<file path="config.mk">
export PLATFORM = sky130hd
export DESIGN_NAME = pipe_ctl_flat
export DESIGN_NICKNAME = d
export VERILOG_FILES = /design/src/rtl/pipe_ctl_pkg.sv /design/src/rtl/pipe_ctl_if.sv /design/src/rtl/pipe_ctl_target.sv /design/src/rtl/pipe_ctl.sv /design/src/flat_wrapper.sv
export SDC_FILE = /design/constraint.sdc
export NUM_CORES = 1
export LEC_CHECK = 0
export ABC_AREA = 1
export CAP_MARGIN = 20
export CORE_ASPECT_RATIO = 0.5
export CORE_UTILIZATION = 46
export CTS_CLUSTER_DIAMETER = 150
export DETAILED_ROUTE_END_ITERATION = 10
export GPL_TIMING_DRIVEN = 0
export PLACE_DENSITY = 0.89
export SLEW_MARGIN = 20
export SYNTH_ARGS = -nofsm -noshare
export SYNTH_HDL_FRONTEND = slang
export SYNTH_HIERARCHICAL = 1
export SYNTH_SLANG_ARGS = --single-unit
</file>
<file path="constraint.sdc">
create_clock -name clk -period 2.2 [get_ports clk]
set_clock_uncertainty 0.05 [all_clocks]
set_input_delay 0.44 -clock clk [delete_from_list [all_inputs] [get_ports clk]]
set_output_delay 0.44 -clock clk [all_outputs]
set_load 0.01 [all_outputs]
</file>
<file path="src/rtl/pipe_ctl_pkg.sv">
// Shared constants for the pipeline stall/flush/redirect sequencer:
// FSM state encodings, exception vector indices and the vector address helper.
package pipe_ctl_pkg;

  localparam logic [1:0] PIPECTL_RUN    = 2'd0;
  localparam logic [1:0] PIPECTL_REDIR  = 2'd1;
  localparam logic [1:0] PIPECTL_SHADOW = 2'd2;

  typedef enum logic [1:0] {
    StRun    = PIPECTL_RUN,
    StRedir  = PIPECTL_REDIR,
    StShadow = PIPECTL_SHADOW
  } pipe_state_e;

  // Exception vector indices; index 5 is reserved.
  localparam logic [2:0] EXC_RESET  = 3'd0;
  localparam logic [2:0] EXC_UNDEF  = 3'd1;
  localparam logic [2:0] EXC_SWI    = 3'd2;
  localparam logic [2:0] EXC_PABORT = 3'd3;
  localparam logic [2:0] EXC_DABORT = 3'd4;
  localparam logic [2:0] EXC_IRQ    = 3'd6;
  localparam logic [2:0] EXC_FIQ    = 3'd7;

  localparam int unsigned CntWidth = 3;

  // Vector entries are one word apart; the sum wraps at 32 bits.
  function automatic logic [31:0] exc_target(input logic [31:0] base, input logic [2:0] vec);
    return base + {27'd0, vec, 2'b00};
  endfunction

endpackage

</file>
<file path="src/rtl/pipe_ctl_if.sv">
// Handshake bundle between the pipeline sequencer (master) and the pipeline stages (slave).
// Perf counter outputs exist only when PIPE_CTL_PERF_EN is defined.
interface pipe_ctl_if;

  logic        mem_busy;
  logic        issue_outstall;
  logic        jmp_valid;
  logic [31:0] jmp_pc;
  logic        exc_req;
  logic [2:0]  exc_vec;
  logic        fetch_ack;

  logic        stall_fetch;
  logic        stall_issue;
  logic        stall_exec;
  logic        flush_fetch;
  logic        flush_issue;
  logic        redirect_valid;
  logic [31:0] redirect_pc;
  logic        exc_taken;
`ifdef PIPE_CTL_PERF_EN
  logic [31:0] perf_stall_cycles;
  logic [31:0] perf_redirects;
`endif

  modport master (
    input  mem_busy, issue_outstall, jmp_valid, jmp_pc, exc_req, exc_vec, fetch_ack,
    output stall_fetch, stall_issue, stall_exec, flush_fetch, flush_issue,
           redirect_valid, redirect_pc, exc_taken
`ifdef PIPE_CTL_PERF_EN
    , output perf_stall_cycles, perf_redirects
`endif
  );

  modport slave (
    output mem_busy, issue_outstall, jmp_valid, jmp_pc, exc_req, exc_vec, fetch_ack,
    input  stall_fetch, stall_issue, stall_exec, flush_fetch, flush_issue,
           redirect_valid, redirect_pc, exc_taken
`ifdef PIPE_CTL_PERF_EN
    , input perf_stall_cycles, perf_redirects
`endif
  );

endinterface

</file>
<file path="src/rtl/pipe_ctl_target.sv">
// Redirect target mux: an exception outranks a jump and selects its vector entry;
// a jump target is word-aligned.
module pipe_ctl_target
  import pipe_ctl_pkg::*;
#(
  parameter logic [31:0] VECTOR_BASE = 32'h0000_0000
) (
  input  logic        exc_req_i,
  input  logic [2:0]  exc_vec_i,
  input  logic [31:0] jmp_pc_i,
  output logic [31:0] target_o,
  output logic        is_exc_o
);

  always_comb begin
    is_exc_o = exc_req_i;
    if (exc_req_i) begin
      target_o = exc_target(VECTOR_BASE, exc_vec_i);
    end else begin
      target_o = {jmp_pc_i[31:2], 2'b00};
    end
  end

endmodule

</file>
<file path="src/rtl/pipe_ctl.sv">
// Central stall/flush/redirect sequencer for fetch -> issue -> execute -> memory.
// Define PIPE_CTL_PERF_EN to add stall-cycle and redirect counters.
module pipe_ctl
  import pipe_ctl_pkg::*;
#(
  parameter int unsigned FLUSH_DEPTH = 2,
  parameter logic [31:0] VECTOR_BASE = 32'h0000_0000
) (
  input logic       clk,
  input logic       Nrst,
  pipe_ctl_if.master bus
);

  localparam logic [CntWidth-1:0] FlushLoad = CntWidth'(FLUSH_DEPTH);

  pipe_state_e         state_q, state_d;
  logic [CntWidth-1:0] cnt_q, cnt_d;
  logic [31:0]         redirect_pc_q, redirect_pc_d;

  logic        accept;
  logic        tgt_is_exc;
  logic [31:0] tgt_pc;
  logic        stall_fetch;
  logic        stall_issue;

  pipe_ctl_target #(
    .VECTOR_BASE(VECTOR_BASE)
  ) u_target (
    .exc_req_i(bus.exc_req),
    .exc_vec_i(bus.exc_vec),
    .jmp_pc_i (bus.jmp_pc),
    .target_o (tgt_pc),
    .is_exc_o (tgt_is_exc)
  );

  // Events arriving while memory is busy are dropped; the source must hold them.
  assign accept      = (bus.jmp_valid | bus.exc_req) & ~bus.mem_busy;
  assign stall_issue = bus.mem_busy;
  assign stall_fetch = bus.issue_outstall | bus.mem_busy | (state_q == StRedir);

  always_comb begin
    state_d       = state_q;
    cnt_d         = cnt_q;
    redirect_pc_d = redirect_pc_q;

    bus.stall_fetch    = stall_fetch;
    bus.stall_issue    = stall_issue;
    bus.stall_exec     = stall_issue;
    bus.redirect_valid = (state_q == StRedir);
    bus.redirect_pc    = redirect_pc_q;
    bus.exc_taken      = accept & tgt_is_exc;
    bus.flush_fetch    = accept | (state_q == StRedir);
    bus.flush_issue    = accept | (state_q != StRun);

    // A new event overrides any pending redirect or shadow, including a same-cycle ack.
    if (accept) begin
      state_d       = StRedir;
      redirect_pc_d = tgt_pc;
      cnt_d         = FlushLoad;
    end else begin
      unique case (state_q)
        StRun: ;
        StRedir: begin
          if (bus.fetch_ack) begin
            state_d = StShadow;
            cnt_d   = FlushLoad;
          end
        end
        StShadow: begin
          if (!stall_issue) begin
            if (cnt_q == CntWidth'(1)) begin
              state_d = StRun;
              cnt_d   = '0;
            end else begin
              cnt_d = cnt_q - CntWidth'(1);
            end
          end
        end
        default: begin
          state_d = StRun;
          cnt_d   = '0;
        end
      endcase
    end
  end

  always_ff @(posedge clk or negedge Nrst) begin
    if (!Nrst) begin
      state_q       <= StRun;
      cnt_q         <= '0;
      redirect_pc_q <= '0;
    end else begin
      state_q       <= state_d;
      cnt_q         <= cnt_d;
      redirect_pc_q <= redirect_pc_d;
    end
  end

  cnt_legal_a: assert property (@(posedge clk) disable iff (!Nrst)
                                (state_q != StRun) |-> (cnt_q != '0));

`ifdef PIPE_CTL_PERF_EN
  logic [31:0] perf_stall_q, perf_stall_d;
  logic [31:0] perf_redir_q, perf_redir_d;

  always_comb begin
    perf_stall_d          = perf_stall_q + 32'(stall_fetch);
    perf_redir_d          = perf_redir_q + 32'(accept);
    bus.perf_stall_cycles = perf_stall_q;
    bus.perf_redirects    = perf_redir_q;
  end

  always_ff @(posedge clk or negedge Nrst) begin
    if (!Nrst) begin
      perf_stall_q <= '0;
      perf_redir_q <= '0;
    end else begin
      perf_stall_q <= perf_stall_d;
      perf_redir_q <= perf_redir_d;
      if (accept) begin
        $display("[pipe_ctl] redirect to %08h (%s)", tgt_pc, tgt_is_exc ? "EXC" : "JMP");
      end
    end
  end
`endif

endmodule
</file>
<file path="src/flat_wrapper.sv">
// flat-port wrapper written by rule: the top's interface ports become plain ports
module pipe_ctl_flat import pipe_ctl_pkg::*;
#(
  parameter int unsigned FLUSH_DEPTH = 2,
  parameter logic [31:0] VECTOR_BASE = 32'h0000_0000
)
  (clk, Nrst, bus_mem_busy, bus_issue_outstall, bus_jmp_valid, bus_jmp_pc, bus_exc_req, bus_exc_vec, bus_fetch_ack, bus_stall_fetch, bus_stall_issue, bus_stall_exec, bus_flush_fetch, bus_flush_issue, bus_redirect_valid, bus_redirect_pc, bus_exc_taken);
  pipe_ctl_if bus_i ();
  input logic clk;
  input logic Nrst;
  input wire logic [$bits(bus_i.mem_busy)-1:0] bus_mem_busy;
  input wire logic [$bits(bus_i.issue_outstall)-1:0] bus_issue_outstall;
  input wire logic [$bits(bus_i.jmp_valid)-1:0] bus_jmp_valid;
  input wire logic [$bits(bus_i.jmp_pc)-1:0] bus_jmp_pc;
  input wire logic [$bits(bus_i.exc_req)-1:0] bus_exc_req;
  input wire logic [$bits(bus_i.exc_vec)-1:0] bus_exc_vec;
  input wire logic [$bits(bus_i.fetch_ack)-1:0] bus_fetch_ack;
  output wire logic [$bits(bus_i.stall_fetch)-1:0] bus_stall_fetch;
  output wire logic [$bits(bus_i.stall_issue)-1:0] bus_stall_issue;
  output wire logic [$bits(bus_i.stall_exec)-1:0] bus_stall_exec;
  output wire logic [$bits(bus_i.flush_fetch)-1:0] bus_flush_fetch;
  output wire logic [$bits(bus_i.flush_issue)-1:0] bus_flush_issue;
  output wire logic [$bits(bus_i.redirect_valid)-1:0] bus_redirect_valid;
  output wire logic [$bits(bus_i.redirect_pc)-1:0] bus_redirect_pc;
  output wire logic [$bits(bus_i.exc_taken)-1:0] bus_exc_taken;
  assign bus_i.mem_busy = bus_mem_busy;
  assign bus_i.issue_outstall = bus_issue_outstall;
  assign bus_i.jmp_valid = bus_jmp_valid;
  assign bus_i.jmp_pc = bus_jmp_pc;
  assign bus_i.exc_req = bus_exc_req;
  assign bus_i.exc_vec = bus_exc_vec;
  assign bus_i.fetch_ack = bus_fetch_ack;
  assign bus_stall_fetch = bus_i.stall_fetch;
  assign bus_stall_issue = bus_i.stall_issue;
  assign bus_stall_exec = bus_i.stall_exec;
  assign bus_flush_fetch = bus_i.flush_fetch;
  assign bus_flush_issue = bus_i.flush_issue;
  assign bus_redirect_valid = bus_i.redirect_valid;
  assign bus_redirect_pc = bus_i.redirect_pc;
  assign bus_exc_taken = bus_i.exc_taken;
  pipe_ctl #(.FLUSH_DEPTH(FLUSH_DEPTH), .VECTOR_BASE(VECTOR_BASE)) u_core (.clk(clk), .Nrst(Nrst), .bus(bus_i));
endmodule
</file>
==> run metrics, run 1 <==
status=finished, final reports clean; layout cell share with drive strength beyond 1=7.92%; r2r setup slk=0.67 ns; Max VDD drop=424 uV; antenna-violating nets left=0; Sw Ratio=31.0%; CTS H-tree depth=2; RSZ-0062 raised after global routing=no; max incr delay on CP=0.52 ns; Buf/Inv on CP=3; CP max-delay cell=clkdlybuf4s50_1; initial DRC count=90; global-route wire length before repair=7510 um; CP max FO=10; Ports=81; Logic pwr share=33.3%; Rows=16; most common cell after layout, fill and taps aside=nand2_1; Total Routed Length=5020 um; Post-Syn Instances=276; Hold Crit Class=register to register; Final period util=97.3%; synthesized cell area=1930 sq um; Fmax=467 MHz; LEAKAGE=0.00165 uW; GRT Util Overall=22.8%; worst-case clock buffer depth=2; Max Slew Vio Count=0; Final Non-Filler Cells=420; Internal=1380 uW; Initial Utilization=48.6%; Synth Register Bits=37; DPL Wire Length=3670 um; fin util=73.9%; Clock Latency Late Sink=0.28 ns; Final Power=2000 uW; CP Cell Sequence=dlygate4sd2_1 -> o21ai_4 -> buf_6 -> nand2_1 -> clkdlybuf4s50_1; hold slack final=0.430 ns; Synth area leader=dfrtp_1; vias per cell=4.59; Synth top area share=48.0%; Final #Nets=412; vias=1929; die height=47.8 um; clock share of power=25.8%; Max Cap Viol=0; crit path launch type=primary input; CP Class=primary input to output pin; top cells by area, synth=dfrtp_1, nand2_1, inv_1; largest net degree at the start of global routing=29; final setup vio count=0; fill count=284; drt pass-1 iters=4; number of buffers created by CTS=5; remaining global-route overflow=0; PortBufs=78; Worst EP required=1.71 ns; min cycle time layout=2.14 ns; commonest cells after routing, fill and taps aside=nand2_1, clkdlybuf4s50_1, inv_1, dfrtp_1, nor2_1; drc violations=0; GPL Wtd Cong=0.762; Worst EP arrival=1.65 ns; warnings from Yosys=6; CTS sink cnt=37; placed cell count=410; Ant. Diodes=0; critical path's top delay family=buffers and inverters; core footprint=3960 sq um; initial antenna violation count=0; clk slew on worst S/H paths=0.07 ns; DR WL/cell=12.0 um; power density cells=685 nW/um^2; number of global-route vias before repair=1763; Seq/Total Area, Yosys=48.0%; root buf cell=clkbuf_8; chip width=93.6 um; CTS tree=yes; Synth Area per Inst=6.99 sq um; CP endpoint kind=output pin; Final Hold Fails=0; area growth from synthesis to layout=51.8%; sw power=622 uW; area of the die=4470 sq um; Flop pwr share=40.9%; distinct cell type count after synthesis=16
==> metal layers <==
metal	GRT usage, %	share of wire (%)	wire length [um]
met1	25.4	42	2100
met2	45.9	53	2690
met3	6.19	4.2	209
met4	5.85	0.54	27
met5	0	0	0
==> state kept, by name, summed over array words and instances, names as in the netlist <==
name	cells
u_core/bus.redirect_pc	32
u_core/cnt_q	3
u_core/state_q	2
==> worst paths after layout <==
check / startpoint / cells past startpoint / end
setup / recovery: bus_exc_req / 5 / bus_flush_issue
hold / removal: u_core/bus.redirect_pc[21] / 2 / u_core/bus.redirect_pc[21]
setup reg to reg: u_core/state_q[1] / 8 / u_core/cnt_q[1]
hold reg to reg: u_core/bus.redirect_pc[21] / 2 / u_core/bus.redirect_pc[21]
max in group asynchronous: Nrst / 3 / u_core/bus.redirect_pc[17]
min in group asynchronous: Nrst / 2 / u_core/cnt_q[2]
==> worst min-delay path, delay by kind of cell (launching register included) <==
kind             cells  cell delay (ns)
DFF                  1             0.34
and+or+nand+nor      2             0.11
==> logic make-up (layout without fill, tap and decap cells) <==
family,after synthesis,in the layout,share of synthesized area (%)
AO/OA/AOI/OAI,3,3,0.973
other,1,2,0.194
AND/OR/NAND/NOR,174,174,34.5
flip-flops,37,37,48.0
buffers and inverters,56,145,13.1
adder cells (fa/ha/maj),5,5,3.24
==> synth_stat cells (all sizes together) <==
master and count:
nand2 132, inv 41, dfrtp 37, nor2 36, buf 15, ha 5
nand3 5, o21ai 2, a21oi 1, conb 1, nand4 1
==> final cells by class <==
type,count,area (sq um),area share (%)
multi-input cells,184,761,26.0
clock inverters,1,5.00,0.171
well taps,54,67.6,2.31
clock buffers,7,96.3,3.29
flip-flops and latches,37,926,31.6
plain buffers,15,105,3.59
repair buffers,81,813,27.8
inverters,41,154,5.26
==> through the flow <==
stage / cell area (sq um) / TNS [ns] / setup WS, ns
2_1_floorplan: 1930 / 0 / 0.772
3_3_place_gp: 2780 / -7.62 / -0.424
3_5_place_dp: 2800 / -1.35 / -0.436
4_1_cts: 2920 / 0 / 0.0605
5_1_grt: 2930 / 0 / 0.0234
6_report: 2930 / 0 / 0.0591
==> power groups by stage <==
stage	Clock [uW]	Sequential (uW)	Combinational, uW
floorplan	0	852	310
global placement	0	826	634
detailed placement	0	831	662
CTS	525	819	671
global route	569	829	738
finish	518	819	668
==> timing repair <==
action                     CTS  global route
pin swaps                    1             0
setup endpoints to repair    6             2
buffers inserted             1             0
hold endpoints to repair     9             0
hold buffers                 1             0
gates resized for setup      7             2
Power figures use the tool's default switching activity.
==> run 2: changes to the inputs <==
--- a/config.mk
+++ b/config.mk
@@ -8,11 +8,11 @@
 export ABC_AREA = 1
 export CAP_MARGIN = 20
 export CORE_ASPECT_RATIO = 0.5
-export CORE_UTILIZATION = 46
+export CORE_UTILIZATION = 40
 export CTS_CLUSTER_DIAMETER = 150
 export DETAILED_ROUTE_END_ITERATION = 10
 export GPL_TIMING_DRIVEN = 0
-export PLACE_DENSITY = 0.89
+export PLACE_DENSITY = 0.79
 export SLEW_MARGIN = 20
 export SYNTH_ARGS = -nofsm -noshare
 export SYNTH_HDL_FRONTEND = slang
==> constraint.sdc (replaced) <==
create_clock -name clk -period 2.1 [get_ports clk]
set_clock_uncertainty 0.05 [all_clocks]
set_input_delay 0.42 -clock clk [delete_from_list [all_inputs] [get_ports clk]]
set_output_delay 0.42 -clock clk [all_outputs]
set_load 0.01 [all_outputs]
==> run 2 against run 1 <==
Clock-buffer cell count fell by 1. Non-clock buffer count did not move. Highest routed layer unchanged. Critical endpoint is now bus_redirect_valid. Critical path type is now register to output pin. Total power rose by 0.62%. Via count fell by 2.7%. Sequential share of layout area rose by 0.14 points. Cell count rose by 2.9%.
==> run metrics, run 2 (synthesis gave the netlist of run 1 again) <==
commonest cells after routing, fill and taps aside=nand2_1, clkdlybuf4s50_1, inv_1, dfrtp_1, nor2_1; Fmax=507 MHz; area of the die=5120 sq um (+15%); Worst EP arrival=1.50 ns (-0.15 ns); drc violations=0 (unchanged); Rows=17 (+1); layout cell share with drive strength beyond 1=7.65% (-0.27 points); GRT Util Overall=20.0% (-2.9 points); Final Hold Fails=0 (unchanged); GPL Wtd Cong=0.765 (+0.34%); Area after DPL=2810 sq um (+0.54%); Hold Crit Class=register to register; Final Instance Area=2920 sq um (-0.43%); final worst slack=0.127 ns (+0.0682 ns); power density cells=692 nW/um^2 (+1.1%); vias per cell=4.34 (-5.4%); Total Routed Length=4710 um (-6.2%); Ant. Diodes=0 (unchanged); Final period util=93.9%; status=finished, final reports clean; CTS H-tree depth=2 (unchanged); Max VDD drop=281 uV (-34%); Clock Latency Late Sink=0.29 ns (about the same); core footprint=4510 sq um (+14%); CP max FO=3 (-7); chip width=100 um (+7.1%); die height=51.1 um (+6.9%); RSZ-0062 raised after global routing=no; Max Cap Viol=0 (unchanged); initial antenna violation count=0 (unchanged); remaining global-route overflow=0 (unchanged); min cycle time layout=1.97 ns; clk slew on worst S/H paths=0.07 ns (about the same); number of global-route vias before repair=1838 (+4.3%); DR WL/cell=10.9 um (-8.8%); LEAKAGE=0.00163 uW (-1.2%); DPL Wire Length=3640 um (-0.96%); antenna-violating nets left=0 (unchanged); Ports=81 (unchanged); worst-case clock buffer depth=2 (unchanged); CP endpoint kind=output pin; final setup vio count=0 (unchanged); Initial Utilization=42.8% (-5.9 points); CTS tree=yes; CTS sink cnt=37 (unchanged); vias=1876 (-2.7%); area growth from synthesis to layout=51.2%; most common cell after layout, fill and taps aside=nand2_1; Max Slew Vio Count=0 (unchanged); max reg flops=32 (unchanged); Post-Place Setup Slack=-0.515 ns (-0.0791 ns); CP Class=register to output pin; largest net degree at the start of global routing=29 (unchanged); crit path launch type=register; initial DRC count=63 (-30%); PortBufs=78 (unchanged); Final Power=2020 uW (+0.62%); Worst EP required=1.63 ns (-0.08 ns); root buf cell=clkbuf_8; Final #Nets=412 (unchanged); global-route wire length before repair=7930 um (+5.6%); drt pass-1 iters=4 (unchanged); number of buffers created by CTS=5 (unchanged)
run 2: cell types whose count changed in the layout (fill, tap and decap cells not counted), sizes merged:
cell and change:
clkbuf -1, clkdlybuf4s50 -1, clkinv +1, dlygate4sd2 +3, dlymetal6s2s -2
run 2: final cells by class:
cell class,instances,area (sq um)
Buffer,15,105
Clock buffer,6,72.6
Clock inverter,2,10.0
Fill cell,386,1590
Inverter,41,154
Multi-Input combinational cell,184,761
Sequential cell,37,926
Tap cell,66,82.6
Timing Repair Buffer,81,805
run 2: final timing paths:
check / start / to / slack, ns / depth (start not counted)
worst max-delay path: u_core/state_q[1] / bus_redirect_valid / 0.13 / 3
worst min-delay path: u_core/bus.redirect_pc[5] / u_core/bus.redirect_pc[5] / 0.43 / 2
worst max register to register: u_core/state_q[1] / u_core/cnt_q[2] / 0.52 / 8
worst min register to register: u_core/bus.redirect_pc[5] / u_core/bus.redirect_pc[5] / 0.43 / 2
max in group asynchronous: Nrst / u_core/bus.redirect_pc[19] / 1.11 / 3
min in group asynchronous: Nrst / u_core/cnt_q[2] / 0.48 / 2
run 2: what timing repair did:
action,CTS,global route
endpoints found under the setup margin,6,0
gates resized for setup,10,0
hold buffers,1,0
setup buffers,1,0
endpoints found under the hold margin,9,0
run 2: per-layer routing:
layer | GRT usage (%) | vias to the layer above | share of wire, %
met4 | 7.25 | 0 | 0.89
met5 | 0 | - | 0
li1 | - | 962 | -
met3 | 3.42 | 4 | 2.6
met2 | 37.9 | 30 | 53
met1 | 23.0 | 880 | 43
run 2: report_power, final:
part	leakage (uW)	switching, uW	internal [uW]	total (uW)
sequential	0.000479	54.7	803	858
combinational	0.00110	344	342	686
clock	0.0000450	243	230	473
run 2: stage by stage:
stage	hold slack (ns)	TNS [ns]	util, %	instances
3_5_place_dp	0.252	-1.80	62.3	422
3_3_place_gp	0.413	-11.93	62.0	421
4_1_cts	0.433	0	64.7	432
5_1_grt	0.454	0	64.7	432
6_report	0.429	0	64.7	432
2_1_floorplan	0.0744	0	-	277
run 2: critical path: stages, from the launching register on:
cell,delay [ns]
dfrtp_1,0.41
inv_1,0.08
ha_1,0.18
clkdlybuf4s50_1,0.54
==> run 3: changes to the inputs <==
==> constraint.sdc (replaced) <==
create_clock -name clk -period 1.9 [get_ports clk]
set_clock_uncertainty 0.05 [all_clocks]
set_input_delay 0.38 -clock clk [delete_from_list [all_inputs] [get_ports clk]]
set_output_delay 0.38 -clock clk [all_outputs]
set_load 0.01 [all_outputs]
==> run 3 against run 2 <==
Cell count is 0.46% higher. Clock power is 11% higher. Worst hold slack stayed put. Sequential power is 10% higher. Flip-flop and latch count stayed put. First-iteration DRC count is 19% lower. Sequential share of layout area is 0.15 points lower. Critical path depth stayed put. Global-route usage stayed put. Critical path type is now primary input to output pin. Largest cell class unchanged.
==> run metrics, run 3 (synthesis gave the netlist of run 1 again) <==
status=finished, final reports clean; drc violations=0 (unchanged); CP Cell Sequence=dlygate4sd2_1 -> buf_4 -> clkdlybuf4s50_1; core footprint=4510 sq um (unchanged); clock share of power=23.3% (about the same); max reg flops=32 (unchanged); Post-Place Setup Slack=-0.635 ns (-0.120 ns); Internal=1530 uW (+11%); Clock Latency Late Sink=0.29 ns (about the same); Flop pwr share=42.1% (-0.4 points); most common cell after layout, fill and taps aside=nand2_1; setup TNS=0 ns (unchanged); RSZ-0062 raised after global routing=no; number of buffers created by CTS=5 (unchanged); GPL Wtd Cong=0.765 (unchanged); max incr delay on CP=0.54 ns (about the same); area of the die=5120 sq um (unchanged); CTS sink cnt=37 (unchanged); CTS H-tree depth=2 (unchanged); Worst EP required=1.47 ns (-0.16 ns); Fmax=536 MHz; clk slew on worst S/H paths=0.07 ns (about the same); Ports=81 (unchanged); DR WL/cell=10.9 um (about the same); CP max-delay cell=clkdlybuf4s50_1; initial DRC count=51 (-19%); Worst EP arrival=1.44 ns (-0.06 ns); PortBufs=78 (unchanged); global-route wire length before repair=7930 um (unchanged); root buf cell=clkbuf_8; Max Slew Vio Count=0 (unchanged); sw power=716 uW (+11%); vias=1889 (+0.69%); remaining global-route overflow=0 (unchanged); Hold Crit Class=register to register; Sw Ratio=31.9% (about the same); final setup vio count=0 (unchanged); commonest cells after routing, fill and taps aside=nand2_1, clkdlybuf4s50_1, inv_1, dfrtp_1, nor2_1; final worst slack=0.0326 ns (-0.0948 ns); Buf/Inv on CP=3 (+1); Ant. Diodes=0 (unchanged); GRT Util Overall=20.0% (unchanged); Final Hold Fails=0 (unchanged); worst-case clock buffer depth=2 (unchanged); CP endpoint kind=output pin; initial antenna violation count=0 (unchanged); chip width=100 um (unchanged); drt pass-1 iters=4 (unchanged); Rows=17 (unchanged); CTS tree=yes; fin util=65.0% (+0.31 points); number of global-route vias before repair=1838 (unchanged); Final period util=98.3%; critical path's top delay family=buffers and inverters; CP max FO=6 (+3); Final #Nets=414 (+0.49%); Total Routed Length=4730 um (+0.45%); antenna-violating nets left=0 (unchanged); Area after DPL=2810 sq um (unchanged); Initial Utilization=42.8% (unchanged); power density cells=767 nW/um^2 (+11%); crit path launch type=primary input; min cycle time layout=1.87 ns; Max Cap Viol=0 (unchanged); vias per cell=4.35 (+0.23%); largest net degree at the start of global routing=29 (unchanged); layout cell share with drive strength beyond 1=8.42% (+0.77 points); Logic pwr share=34.6% (+0.6 points); die height=51.1 um (unchanged); area growth from synthesis to layout=51.9%; LEAKAGE=0.00164 uW (+0.72%); Final Instance Area=2930 sq um (+0.47%); DPL Wire Length=3640 um (unchanged); Max VDD drop=317 uV (+13%); CP Class=primary input to output pin
[run 3: changes by cell type in the layout (fill, tap and decap cells not counted), sizes merged]
cell / delta
buf: +2
clkdlybuf4s50: -1
dlygate4sd2: +1
[run 3: metrics by stage]
stage                     power, uW  hold slack, ns  cells
after floorplan                1350          0.0344    277
after global placement         1700           0.413    421
after detailed placement       1730           0.212    422
after CTS                      2250           0.433    432
after global routing           2400           0.454    434
final                          2250           0.429    434
[run 3: cell type report]
type,instances,area [sq um]
plain buffers,15,105
clock buffers,6,72.6
clock inverters,2,10.0
fillers,389,1580
inverters,41,154
multi-input cells,184,761
flip-flops and latches,37,926
well taps,66,82.6
repair buffers,83,818
[run 3: worst register-to-register path: cells and delay by family, from the launching register on]
kind            cells  cell delay [ns]
buf+inv             2             0.15
fa+ha+maj           1             0.21
flops               1             0.38
compound gates      1             0.28
simple gates        4             0.35
[run 3: metal layers]
metal  routed length (um)  global-route usage [%]
met5                    0                       0
met2                 2510                    37.9
met3                  124                    3.42
met1                 2060                    23.0
met4                   42                    7.25
[run 3: repair_timing]
action / 4_1_cts / 5_1_grt
pin swaps: 1 / 0
setup endpoints to repair: 7 / 2
buffers inserted: 1 / 2
hold buffers: 1 / 0
endpoints found under the hold margin: 9 / 0
gates resized for setup: 11 / 1
[run 3: power groups by stage]
| stage | registers (uW) | clock network, uW | logic [uW] |
|---|---|---|---|
| detailed placement | 962 | 0 | 769 |
| global route | 958 | 571 | 866 |
| floorplan | 987 | 0 | 359 |
| global placement | 957 | 0 | 738 |
| finish | 947 | 523 | 778 |
| CTS | 948 | 542 | 759 |
[run 3: path summary, 6_finish.rpt]
check	startpoint	to	slack, ns	depth (start not counted)
max	bus_mem_busy	bus_stall_exec	0.03	3
min	u_core/bus.redirect_pc[5]	u_core/bus.redirect_pc[5]	0.43	2
max reg2reg	u_core/state_q[1]	u_core/cnt_q[2]	0.37	8
min reg2reg	u_core/bus.redirect_pc[5]	u_core/bus.redirect_pc[5]	0.43	2
max in group asynchronous	Nrst	u_core/bus.redirect_pc[19]	0.95	3
min in group asynchronous	Nrst	u_core/cnt_q[2]	0.44	2
